--- src/rtl/spike_rate_encoder_if.sv ---
// Handshake and output bundle between the stimulus host and the spike rate encoder.
interface spike_rate_encoder_if #(
  parameter int unsigned INT_W = 8,
  parameter int unsigned CNT_W = 16
);
  logic             start;
  logic [INT_W-1:0] intensity;
  logic             ready;
  logic             busy;
  logic             spike_out;
  logic             done;
  logic [CNT_W-1:0] spike_count;

  modport master (
    output start, intensity,
    input  ready, busy, spike_out, done, spike_count
  );

  modport slave (
    input  start, intensity,
    output ready, busy, spike_out, done, spike_count
  );
endinterface

--- src/rtl/spike_rate_encoder.sv ---
// Rate-codes an intensity sample into a spike train over WINDOW cycles using a
// phase accumulator that fires on overflow, with an optional refractory gap.
module spike_rate_encoder #(
  parameter int unsigned INT_W   = 8,
  parameter int unsigned WINDOW  = 256,
  parameter int unsigned CNT_W   = 16,
  parameter int unsigned REFRACT = 0
) (
  input logic              clk,
  input logic              rst,
  spike_rate_encoder_if.slave bus
);
  localparam int unsigned RW = (REFRACT < 1) ? 1 : $clog2(REFRACT + 1);

  typedef enum logic [1:0] {IDLE, RUN, DONE} state_t;

  state_t           state;
  state_t           state_nxt;
  logic [INT_W-1:0] i_lat;
  logic [INT_W-1:0] acc;
  logic [CNT_W-1:0] win_cnt;
  logic [CNT_W-1:0] spike_count;
  logic [RW-1:0]    refr_cnt;
  logic             spike_out;
  logic [INT_W:0]   sum;
  logic             carry;
  logic             last;
  logic             ready;
  logic             busy;
  logic             done;

  assign sum   = {1'b0, acc} + {1'b0, i_lat};
  assign carry = sum[INT_W];
  assign last  = (win_cnt == CNT_W'(WINDOW - 1));

  always_ff @(posedge clk) begin
    if (rst) state <= IDLE;
    else     state <= state_nxt;
  end

  always_comb begin
    state_nxt = state;
    case (state)
      IDLE:    if (bus.start) state_nxt = RUN;
      RUN:     if (last) state_nxt = DONE;
      DONE:    state_nxt = IDLE;
      default: state_nxt = IDLE;
    endcase
  end

  always_comb begin
    ready = (state == IDLE);
    busy  = (state == RUN) || (state == DONE);
    done  = (state == DONE);
  end

  // The accumulator always keeps the wrapped residue, so a carry swallowed by
  // the refractory gap still advances the phase.
  always_ff @(posedge clk) begin
    if (rst) begin
      i_lat       <= '0;
      acc         <= '0;
      win_cnt     <= '0;
      refr_cnt    <= '0;
      spike_count <= '0;
      spike_out   <= 1'b0;
    end else begin
      case (state)
        IDLE: begin
          spike_out <= 1'b0;
          if (bus.start) begin
            i_lat       <= bus.intensity;
            acc         <= '0;
            win_cnt     <= '0;
            refr_cnt    <= '0;
            spike_count <= '0;
          end
        end
        RUN: begin
          acc <= sum[INT_W-1:0];
          if (carry && (refr_cnt == '0)) begin
            spike_out   <= 1'b1;
            spike_count <= spike_count + CNT_W'(1);
            refr_cnt    <= RW'(REFRACT);
          end else begin
            spike_out <= 1'b0;
            if (refr_cnt != '0) refr_cnt <= refr_cnt - RW'(1);
          end
          if (!last) win_cnt <= win_cnt + CNT_W'(1);
        end
        default: spike_out <= 1'b0;
      endcase
    end
  end

  assign bus.ready       = ready;
  assign bus.busy        = busy;
  assign bus.done        = done;
  assign bus.spike_out   = spike_out;
  assign bus.spike_count = spike_count;
endmodule

--- src/flat_wrapper.sv ---
// flat-port wrapper written by rule: the top's interface ports become plain ports
module spike_rate_encoder_flat 
#(
  parameter int unsigned INT_W   = 8,
  parameter int unsigned WINDOW  = 256,
  parameter int unsigned CNT_W   = 16,
  parameter int unsigned REFRACT = 0
)
  (clk, rst, bus_start, bus_intensity, bus_ready, bus_busy, bus_spike_out, bus_done, bus_spike_count);
  spike_rate_encoder_if #(.INT_W(INT_W), .CNT_W(CNT_W)) bus_i ();
  input logic clk;
  input logic rst;
  input wire logic [$bits(bus_i.start)-1:0] bus_start;
  input wire logic [$bits(bus_i.intensity)-1:0] bus_intensity;
  output wire logic [$bits(bus_i.ready)-1:0] bus_ready;
  output wire logic [$bits(bus_i.busy)-1:0] bus_busy;
  output wire logic [$bits(bus_i.spike_out)-1:0] bus_spike_out;
  output wire logic [$bits(bus_i.done)-1:0] bus_done;
  output wire logic [$bits(bus_i.spike_count)-1:0] bus_spike_count;
  assign bus_i.start = bus_start;
  assign bus_i.intensity = bus_intensity;
  assign bus_ready = bus_i.ready;
  assign bus_busy = bus_i.busy;
  assign bus_spike_out = bus_i.spike_out;
  assign bus_done = bus_i.done;
  assign bus_spike_count = bus_i.spike_count;
  spike_rate_encoder #(.INT_W(INT_W), .WINDOW(WINDOW), .CNT_W(CNT_W), .REFRACT(REFRACT)) u_core (.clk(clk), .rst(rst), .bus(bus_i));
endmodule
--- config.mk ---
export PLATFORM = sky130hd
export DESIGN_NAME = spike_rate_encoder_flat
export DESIGN_NICKNAME = d
export VERILOG_FILES = /design/src/rtl/spike_rate_encoder_if.sv /design/src/rtl/spike_rate_encoder.sv /design/src/flat_wrapper.sv
export SDC_FILE = /design/constraint.sdc
export NUM_CORES = 1
export LEC_CHECK = 0
export BUFFER_PORTS_ARGS = -buffer_cell sky130_fd_sc_hd__buf_2
export CAP_MARGIN = 20
export CORE_ASPECT_RATIO = 0.5
export CORE_MARGIN = 2
export CORE_UTILIZATION = 30
export CTS_CLUSTER_DIAMETER = 50
export CTS_CLUSTER_SIZE = 12
export DETAILED_ROUTE_END_ITERATION = 16
export SLEW_MARGIN = 20
export SYNTH_ARGS = -nofsm -noshare
export SYNTH_HDL_FRONTEND = slang
export SYNTH_SLANG_ARGS = --single-unit
--- constraint.sdc ---
create_clock -name clk -period 2.05 [get_ports clk]
set_input_delay 0.3075 -clock clk [delete_from_list [all_inputs] [get_ports clk]]
set_output_delay 0.3075 -clock clk [all_outputs]
set_load 0.05 [all_outputs]
; After elaboration in Yosys (flattened, before gate mapping)
; Cells that the tools add are included.
[totals]
reg_bits = 52
in_bits = 11
out_inout_bits = 20
wordCells = 45
[op_classes]
addsub = 4
n_eq_ne = 7
muxes = 15
bitwise = 2
reduce_logical = 10
[ops]
columns = op, n
row1 = 16-bit case mux with 2 select lines, 2
row2 = 16-bit 2-to-1 mux, 3
row3 = "16-bit by 1-bit adder with 16-bit output, second input constant", 2
row4 = "16-bit by 8-bit equality test with 1-bit output, second input constant", 1
row5 = 8-bit case mux with 2 select lines, 1
row6 = 8-bit by 8-bit adder with 9-bit output, 1
row7 = 8-bit 2-to-1 mux, 1
row8 = "2-bit inequality test, second input constant", 3
row9 = 2-bit AND reduction, 3
row10 = 3-bit AND reduction, 2
row11 = 1-bit 2-to-1 mux, 4
row12 = 2-bit 2-to-1 mux, 2
row13 = 2-bit case mux with 2 select lines, 1
row14 = "2-bit by 1-bit equality test with 1-bit output, second input constant", 1
row15 = "2-bit equality test, second input constant", 1
row16 = 2-bit zero test, 1
row17 = "2-bit by 1-bit inequality test with 1-bit output, second input constant", 1
row18 = 1-bit inverter, 2
row19 = 1-bit case mux with 2 select lines, 1
row20 = 2-bit nonzero test, 1
row21 = 2-bit OR reduction, 1
row22 = 1-bit logical AND, 1
row23 = 1-bit logical OR, 1
row24 = "1-bit subtractor, second input constant", 1

; Longest topological paths before layout
; Gate-level depths: netlist of run 1.
[logic_depth]
word_depth = 4
ltp_mapped = 10
depth_no_buf = 9

; Least setup slack after synthesis of run 1
; OpenSTA, ideal clock, no wires.
[synth_timing]
kind = register -> register
from = register u_core.state[0]
to = register u_core.spike_count[11] (netlist: u_core.bus.spike_count[11])
setup_time_ns = 0.074
t_arrival_ns = 2.197
t_required_ns = 1.976
slack_ns = -0.221
stages_incl_launch_ff = 9
n_path_buf = 0
synth_period_minus_slack_ns = 2.271
path_cell_list = dfxtp_1 -> inv_1 -> ha_1 -> nand2_2 -> o21ai_2 -> o2111a_1 -> nor2_1 -> or4_1 -> a31oi_1
[synth_via]
elab_chain_len = 3
elab_cells_between_ends = 7
classes_between = eq/ne: 3 / mux: 1 / reduce/logical: 3
[synth_lines]
columns = element, line
row1 = "start, declared", spike_rate_encoder.sv:17  ; state_t state;
row2 = "start signal, assigned", spike_rate_encoder.sv:38  ; else state <= state_nxt;
row3 = 2-bit zero test (*), -
row4 = named net bus_ready, flat_wrapper.sv:15  ; output wire logic [$bits(bus_i.ready)-1:0] bus_ready;
row5 = 2-bit inequality test (no source line) / 2-bit nonzero test (equally long branches), -
row6 = 3-bit AND reduction (no source line), -
row7 = "end signal, assigned", spike_rate_encoder.sv:83  ; spike_count <= spike_count + CNT_W'(1);
row8 = "end, declared", spike_rate_encoder.sv:22  ; logic [CNT_W-1:0] spike_count;
; Mark *: on every way through the listed nets, which the timed path passes. The rest lies on a longest branch.
; A chain may end at the register's enable or synchronous reset.

; Worst setup path in the final report of run 1
[layout_timing]
from = register u_core.i_lat[0]
to = register u_core.spike_count[11] (netlist: u_core.bus.spike_count[11])
[layout_via]
elab_chain_len = 4
[layout_lines]
columns = element, line
row1 = "start, declared", spike_rate_encoder.sv:19  ; logic [INT_W-1:0] i_lat;
row2 = "start signal, assigned", spike_rate_encoder.sv:72  ; i_lat <= bus.intensity;
row3 = 8-bit by 8-bit adder with 9-bit output, spike_rate_encoder.sv:32  ; assign sum = {1'b0, acc} + {1'b0, i_lat};
row4 = 1-bit logical AND, spike_rate_encoder.sv:81  ; if (carry && (refr_cnt == '0)) begin
row5 = 2-bit inequality test (no source line), -
row6 = 3-bit AND reduction (no source line), -
; Every way passes these cells.

==> reports/qor.json, run 1 <==
{
  "internal-power_uw": 1648,
  "r2r_end": "u_core.bus.spike_count[11]$_SDFFE_PP0P_",
  "ys_ff_latch": 51,
  "finalClockSkew_ns": 0.005392,
  "largest_family_of_logic_cells_by_synthesized_area": "compound AO/OA/AOI/OAI gates",
  "root_buffer": "sky130_fd_sc_hd__clkbuf_16",
  "proportion_of_synthesized_chip_area_in_sequential_cells_pct": 36.87,
  "area_delta_synth_final_pct": 26.39,
  "crit_chain": "ha_4, inv_2, fa_2, and2b_1, o31a_1, o2111a_2, buf_6, nor2_4, or4_1, a31oi_1",
  "placeableCoreArea_um2": 8828,
  "synth_ff_type": "sky130_fd_sc_hd__dfxtp_1",
  "timing_hold_violations_final": 0,
  "hold_class": "in -> reg",
  "netlist_area_before_placement_um2": 2769,
  "timing.fmax_mhz": 442.0,
  "timing.critical_path.from_type": "flip-flop",
  "die_width_um": 139.9,
  "crit_path_max_fanout": 2,
  "synth.yosys.warnings": 0,
  "post_synth_edffs": 0,
  "setup.worst_path.start": "u_core.i_lat[0]$_SDFFE_PP0P_",
  "synth_fa_ha_area_share_pct": 6.597,
  "grt_max_degree": 20,
  "drc": 0,
  "powerDensity_nw_per_um2": 630.2,
  "synthCells": 345,
  "post-route-min-period_ns": 2.262,
  "i_o_pins": 31,
  "cp.arrival_ns": 2.48,
  "synthSimpleGateAreaFrac_pct": 24.54,
  "total_leakage_power_uw": 0.001370,
  "reg2reg_slack_ns": -0.21,
  "portion_of_netlist_area_occupied_by_mux_cells_pct": 1.491,
  "timing_max_transition_violations_final": 0,
  "post_dp_cell_area_um2": 3209,
  "share_comb_of_total_power_pct": 14.1,
  "drt-total-wl_um": 7184,
  "critical_path.reg2reg.startpoint": "u_core.i_lat[0]$_SDFFE_PP0P_",
  "antenna_violations_before_repair": 0,
  "final_core_utilization_pct": 39.64,
  "power_frac_clock_pct": 39.6,
  "initial_utilization_pct": 31.36,
  "timing_worst_slew_pin_value_ns": 0.5368,
  "stdcell_area_um2": 3500,
  "worst_slack_at_placement_ns": -0.5423,
  "ys_async_sr_fraction_pct": 0,
  "clkSinkCount": 51,
  "placer_congestion": 0.8493,
  "synth_compound_area_share_pct": 25.71,
  "initialDrtViolationCount": 119,
  "min_from": "bus_intensity[4]",
  "irDropWorstVdd_mv": 0.3877,
  "grt_pass1_wl_um": 12260,
  "violations_in_the_final_reports": "negative setup slack",
  "number_of_global_route_vias_before_repair": 2561,
  "ant_nets": 0,
  "worst_setup_hold_path_clk_slew_ns": 0.07,
  "ff2ff_path_depth": 10,
  "setup-violations-final": 16,
  "cp_data_required_time_ns": 2.26,
  "p_sw_share_pct": 25.29,
  "path_class": "reg -> reg",
  "cp.buffers_inverters": 2,
  "clock_insertion_delay_worst_skew_ns": 0.29,
  "cts-buffers-inserted": 5,
  "post-synth-top-area-cell": "sky130_fd_sc_hd__dfxtp_1",
  "vias_per_cell": 5.363,
  "layout_commonest_cell": "sky130_fd_sc_hd__dfxtp_1",
  "num_antenna_cells": 0,
  "setup_ws_ns": -0.2125,
  "mostFrequentLayoutCells": "sky130_fd_sc_hd__dfxtp_1, sky130_fd_sc_hd__nor2_1, sky130_fd_sc_hd__buf_2",
  "detailed_place_hpwl_um": 4926,
  "place.port_buffers": 30,
  "status": "finished with violations",
  "setup-tns-final_ns": -2.433,
  "max_cap_viol_count": 0,
  "worst_path_max_delay_cell": "sky130_fd_sc_hd__or4_1",
  "critPathTopFamily": "simple AND/OR/NAND/NOR gates",
  "dr_vias": 2751,
  "grt_usage_pct": 14.79,
  "final.period_utilization_pct": 110.4,
  "critical_path.max_stage_delay_ns": 0.40,
  "fp-row-count": 24,
  "avgSynthCellArea_um2": 8.026,
  "cts.htree.levels": 2,
  "final_nets": 420,
  "synth_fp_nets": 370,
  "clock_path_buffers": 2,
  "p_sw_uw": 557.9,
  "globalRouteOverflowTotal": 0,
  "cp_num_cells": 10,
  "slew-limit-headroom_pct": 64.08,
  "post-synth-top-area-fraction_pct": 36.87,
  "crit_path_end": "u_core.bus.spike_count[11]$_SDFFE_PP0P_",
  "routed_wire_length_per_instance_um": 14.00,
  "fill_cells": 935,
  "floorplan.die_area_um2": 10060,
  "netlist_top_cells_area": "sky130_fd_sc_hd__dfxtp_1, sky130_fd_sc_hd__o21ai_0, sky130_fd_sc_hd__ha_1, sky130_fd_sc_hd__a21oi_1, sky130_fd_sc_hd__nor2_1",
  "final_layout_size_suffix_gt1_share_pct": 23.99,
  "synth_xor_xnor_area_share_pct": 0.9489,
  "grt_setup_unrepaired": "yes",
  "endpoint_kind": "flip-flop",
  "layout.cells.non_filler": 513,
  "die_height_um": 71.94,
  "yosys.cell_types.count": 52,
  "part_of_the_total_power_dissipated_in_sequential_elements_pct": 46.3,
  "detail_route.first_pass.iterations": 4,
  "placedCellCount": 500,
  "cts_tree": "done"
}
[what timing repair did]
item                                   CTS  global route
hold buffers                             0             0
pin swaps                               15             5
buffers inserted                         3             1
gates resized for setup                 19             8
endpoints found under the hold margin    0             0
setup endpoints to repair               17            18
cloned                                   1             0
[metrics by stage]
stage	total power (µW)	hold WS, ns
CTS	2231	0.2775
detailed placement	1328	0.4595
finish	2205	0.2798
global route	2310	0.3030
global placement	1326	0.4524
floorplan	1230	0.4315
[layout make-up]
cell class	count	area (µm²)	area share [%]
clock buffer	8	156.4	4.469
inverter	7	26.28	0.7508
multi-input combinational	270	1749	49.98
sequential	51	1026	29.32
tap	117	146.4	4.183
timing repair buffer	60	395.4	11.30
[state kept, by name, summed over array words and instances (netlist names)]
register                cells
u_core.bus.spike_count     16
u_core.bus.spike_out        1
u_core.i_lat                8
u_core.win_cnt             16
u_core.acc                  8
u_core.state                2
[kinds of logic after synthesis]
group,after synthesis
DFF,51
and+or+nand+nor,132
xor gates and xnor gates,3
buffers and inverters,25
adders and majority gates,14
AOI/OAI and AO/OA,116
muxes,4
[worst min-delay path, stage by stage]
cell	delay, ns
sky130_fd_sc_hd__buf_2	0.09
sky130_fd_sc_hd__nand3_1	0.06
sky130_fd_sc_hd__a21oi_1	0.05
[power by group through the flow]
stage / Sequential [µW] / Clock (µW) / Combinational, µW
2_1_floorplan: 1040 / 0 / 190
3_3_place_gp: 1040 / 0 / 283
3_5_place_dp: 1040 / 0 / 285
4_1_cts: 1020 / 901 / 310
5_1_grt: 1020 / 946 / 343
6_report: 1020 / 873 / 312
[layer usage]
| metal | track usage (%) | share of wire, % | vias to the layer above |
|---|---|---|---|
| met5 | 0 | 0 | - |
| met4 | 3.333 | 1.1 | 0 |
| met3 | 2.838 | 2.9 | 6 |
| met2 | 25.09 | 46 | 45 |
| met1 | 19.89 | 50 | 1328 |
| li1 | - | - | 1372 |
[Yosys cell counts, types with 4 or more instances]
| library cell | number |
|---|---|
| sky130_fd_sc_hd__o21a_1 | 5 |
| sky130_fd_sc_hd__a22oi_1 | 4 |
| sky130_fd_sc_hd__nand2b_1 | 7 |
| sky130_fd_sc_hd__a21oi_1 | 26 |
| sky130_fd_sc_hd__clkbuf_1 | 12 |
| sky130_fd_sc_hd__a31oi_1 | 6 |
| sky130_fd_sc_hd__nand2_1 | 28 |
| sky130_fd_sc_hd__o21ai_0 | 35 |
| sky130_fd_sc_hd__dfxtp_1 | 51 |
| sky130_fd_sc_hd__inv_1 | 6 |
| sky130_fd_sc_hd__ha_1 | 13 |
| sky130_fd_sc_hd__a211oi_1 | 5 |
| sky130_fd_sc_hd__buf_2 | 4 |
| sky130_fd_sc_hd__nand4_1 | 6 |
| sky130_fd_sc_hd__o31ai_1 | 11 |
| sky130_fd_sc_hd__o21ai_1 | 5 |
| sky130_fd_sc_hd__nand3_1 | 23 |
| sky130_fd_sc_hd__nor4_1 | 5 |
| sky130_fd_sc_hd__and3_1 | 7 |
| sky130_fd_sc_hd__nor2_1 | 32 |
[worst min-delay path by stage]
stage	to	slack, ns	cells past startpoint
6_report	u_core.i_lat[4]$_SDFFE_PP0P_	0.28	3
3_3_place_gp	u_core.acc[6]$_SDFFE_PP0P_	0.45	2
3_5_place_dp	u_core.win_cnt[15]$_SDFFE_PP0P_	0.46	1
2_1_floorplan	u_core.acc[5]$_SDFFE_PP0P_	0.43	2
5_1_grt	u_core.i_lat[7]$_SDFFE_PP0P_	0.30	3
4_1_cts	u_core.i_lat[4]$_SDFFE_PP0P_	0.28	3
No activity file was read; power rests on OpenSTA's default activity.
==> run 2, diff against run 1 <==
ABC_AREA = 1   (was not set)
CTS_CLUSTER_SIZE = not set   (was 12)
SKIP_LAST_GASP = 1   (was not set)
==> run 2 against run 1 <==
  * The flow now finishes without violations
  * Maximum frequency up 24%
  * Via count up 16%
  * Critical path depth up 3
  * Cell area up 9.4%
  * First-iteration DRC count up 5.9%
  * Die area up 16%
  * Clock-buffer cell count down 3
  * Power up 28%
  * Utilization down 2.6 points
  * Synthesized cell count up 53%
  * Highest routed layer unchanged
==> reports/qor.json, run 2 <==
{
  "clock_insertion_delay_worst_skew_ns": 0.30,
  "synth_compound_area_share_pct": 10.29,
  "floorplan.die_area_um2": 11640,
  "post-synth-top-area-fraction_pct": 31.68,
  "placeableCoreArea_um2": 10340,
  "crit_chain": "ha_1, inv_1, fa_1, inv_1, nand2_1, nand2_2, nand3_2, nand3_4, nand2_4, nand2_8, nand2_1, nand2_1, inv_1",
  "globalRouteOverflowTotal": 0,
  "status": "finished clean",
  "timing_hold_violations_final": 0,
  "synth_ff_type": "sky130_fd_sc_hd__dfxtp_1",
  "yosysMostFrequentCell": "sky130_fd_sc_hd__nand2_1",
  "grt_setup_unrepaired": "no",
  "routed_wire_length_per_instance_um": 11.15,
  "clkSinkCount": 51,
  "place.port_buffers": 30,
  "timing.fmax_mhz": 547.4,
  "number_of_global_route_vias_before_repair": 2875,
  "cts_tree": "done",
  "synth_fp_nets": 552,
  "fill_cells": 1133,
  "clock_path_buffers": 2,
  "critical_path.reg2reg.startpoint": "u_core.acc[0]$_SDFFE_PP0P_",
  "initialDrtViolationCount": 126,
  "largest_family_of_logic_cells_by_synthesized_area": "simple AND/OR/NAND/NOR gates",
  "cts-buffers-inserted": 5,
  "setup-violations-final": 0,
  "hold_class": "in -> reg",
  "placer_congestion": 0.8375,
  "worst_path_max_delay_cell": "sky130_fd_sc_hd__fa_1",
  "synthSimpleGateAreaFrac_pct": 40.49,
  "power.total_uw": 2815,
  "detail_route.first_pass.iterations": 5,
  "die_width_um": 150.6,
  "timing_worst_slew_pin_value_ns": 0.3831,
  "min_from": "bus_intensity[3]",
  "netlist_area_before_placement_um2": 3223,
  "timing_max_transition_violations_final": 0,
  "cp.arrival_ns": 2.03,
  "total_leakage_power_uw": 0.001818,
  "ys_ff_latch": 51,
  "final_nets": 590,
  "avgSynthCellArea_um2": 6.116,
  "grt_max_degree": 20,
  "vias_per_cell": 4.510,
  "root_buffer": "sky130_fd_sc_hd__clkbuf_16",
  "irDropWorstVdd_mv": 0.3164,
  "synthCells": 527,
  "num_antenna_cells": 0,
  "finalClockSkew_ns": 0.005924,
  "yosys.cell_types.count": 33,
  "final_layout_size_suffix_gt1_share_pct": 12.01,
  "proportion_of_synthesized_chip_area_in_sequential_cells_pct": 31.68,
  "post-synth-top-area-cell": "sky130_fd_sc_hd__dfxtp_1",
  "netlist_top_cells_area": "sky130_fd_sc_hd__dfxtp_1, sky130_fd_sc_hd__nand2_1, sky130_fd_sc_hd__nor2_1, sky130_fd_sc_hd__inv_1, sky130_fd_sc_hd__nand3_1",
  "endpoint_kind": "flip-flop",
  "post-route-min-period_ns": 1.827,
  "dr_vias": 3184,
  "reg2reg_slack_ns": 0.22,
  "grt_pass1_wl_um": 13520,
  "worstHoldEndpoint": "u_core.i_lat[3]$_SDFFE_PP0P_",
  "r2r_end": "u_core.bus.spike_count[9]$_SDFFE_PP0P_",
  "die_height_um": 77.30,
  "synth_fa_ha_area_share_pct": 5.668,
  "portion_of_netlist_area_occupied_by_mux_cells_pct": 0,
  "ys_async_sr_fraction_pct": 0,
  "synth_xor_xnor_area_share_pct": 0.5435,
  "synth_commonest_cells": "sky130_fd_sc_hd__nand2_1, sky130_fd_sc_hd__nor2_1, sky130_fd_sc_hd__inv_1",
  "cts.htree.levels": 2,
  "final.period_utilization_pct": 89.11,
  "setup.worst_path.start": "u_core.acc[0]$_SDFFE_PP0P_",
  "max_cap_viol_count": 0,
  "mostFrequentLayoutCells": "sky130_fd_sc_hd__nand2_1, sky130_fd_sc_hd__nor2_1, sky130_fd_sc_hd__inv_1",
  "i_o_pins": 31,
  "path_class": "reg -> reg",
  "post_synth_edffs": 0,
  "fp-row-count": 26,
  "slew-limit-headroom_pct": 74.37,
  "crit_path_max_fanout": 7,
  "critical_path.max_stage_delay_ns": 0.36,
  "detailed_place_hpwl_um": 5809,
  "grt_usage_pct": 14.31,
  "drc": 0,
  "ff2ff_path_depth": 13,
  "placedCellCount": 698,
  "initial_utilization_pct": 31.16,
  "antenna_violations_before_repair": 0,
  "setup-tns-final_ns": 0,
  "worst_setup_hold_path_clk_slew_ns": 0.07,
  "synth.yosys.warnings": 0,
  "layout.cells.non_filler": 706,
  "drt-total-wl_um": 7869,
  "ant_nets": 0,
  "area_delta_synth_final_pct": 18.75,
  "hold_depth": 3,
  "reg.largest.list": "u_core.bus.spike_count x16, u_core.win_cnt x16",
  "timing.critical_path.from_type": "flip-flop",
  "cp_data_required_time_ns": 2.25,
  "layout_commonest_cell": "sky130_fd_sc_hd__nand2_1",
  "powerDensity_nw_per_um2": 735.4
}
==> run 2: cell types whose count changed after synthesis, moves of 10 or more <==
| cell | previous run | this run |
|---|---|---|
| sky130_fd_sc_hd__a21oi_1 | 26 | 36 |
| sky130_fd_sc_hd__o31ai_1 | 11 | 1 |
| sky130_fd_sc_hd__nor2_1 | 32 | 79 |
| sky130_fd_sc_hd__o21ai_0 | 35 | 18 |
| sky130_fd_sc_hd__nand2_1 | 28 | 154 |
| sky130_fd_sc_hd__inv_1 | 6 | 78 |
| sky130_fd_sc_hd__nand3_1 | 23 | 49 |
==> run 2: where the power goes <==
group,leakage [µW],switching [µW],internal (µW),total [µW]
Combinational,0.00131,423,197,620
Sequential,0.000415,51.9,1050,1100
Clock,0.0000900,398,700,1100
==> run 2: final cells by class <==
class	count	area [µm²]	area share, %
repair buffers	44	267.8	6.996
clock inverters	3	67.56	1.765
flip-flops and latches	51	1021	26.68
multi-input cells	383	1871	48.87
clock buffers	5	125.1	3.269
inverters	80	300.3	7.846
well taps	140	175.2	4.577
==> run 2: stage by stage <==
stage / cell area (µm²) / utilization [%] / setup slack, ns / hold WS (ns)
6_report: 3827 / 37.00 / 0.2233 / 0.2527
5_1_grt: 3827 / 37.00 / 0.02948 / 0.2815
3_3_place_gp: 3588 / 34.69 / 0.1944 / 0.4544
3_5_place_dp: 3588 / 34.69 / 0.1377 / 0.4619
2_1_floorplan: 3223 / - / 0.2213 / 0.4452
4_1_cts: 3781 / 36.55 / 0.1158 / 0.2493
==> run 2: cell families (layout without fill, tap and decap cells) <==
| logic type | Yosys count | count (layout) |
|---|---|---|
| AO/OA/AOI/OAI | 61 | 61 |
| buffers and inverters | 93 | 132 |
| flip-flops | 51 | 51 |
| XOR/XNOR | 2 | 2 |
| adder cells (fa/ha/maj) | 14 | 14 |
| AND/OR/NAND/NOR | 306 | 306 |
==> run 2: repair_timing <==
action / CTS / global route
gates resized for setup: 0 / 9
setup endpoints to repair: 0 / 14
hold buffers: 0 / 0
buffers inserted: 0 / 0
==> run 2: worst max-delay path: cells and delay by family, from the launching register on <==
| kind | cells | cell delay, ns |
|---|---|---|
| buffers and inverters | 3 | 0.15 |
| adders and majority gates | 2 | 0.52 |
| DFF | 1 | 0.34 |
| and+or+nand+nor | 8 | 0.72 |
==> run 2: worst max-delay path by stage <==
stage                                              end  slack (ns)  cells past startpoint
2_1_floorplan           u_core.win_cnt[8]$_SDFFE_PP0P_        0.22                      9
3_3_place_gp   u_core.bus.spike_count[10]$_SDFFE_PP0P_        0.19                     13
3_5_place_dp    u_core.bus.spike_count[6]$_SDFFE_PP0P_        0.14                     13
4_1_cts         u_core.bus.spike_count[6]$_SDFFE_PP0P_        0.12                     13
5_1_grt        u_core.bus.spike_count[10]$_SDFFE_PP0P_        0.03                     13
6_report        u_core.bus.spike_count[9]$_SDFFE_PP0P_        0.22                     13
==> run 2: routing by layer <==
| metal | vias up | part of all wire (%) | track usage (%) |
|---|---|---|---|
| li1 | 1721 | - | - |
| met5 | - | 0 | 0 |
| met3 | 5 | 3.6 | 2.857 |
| met4 | 0 | 1.0 | 4.019 |
| met1 | 1413 | 54 | 20.19 |
| met2 | 45 | 41 | 22.05 |
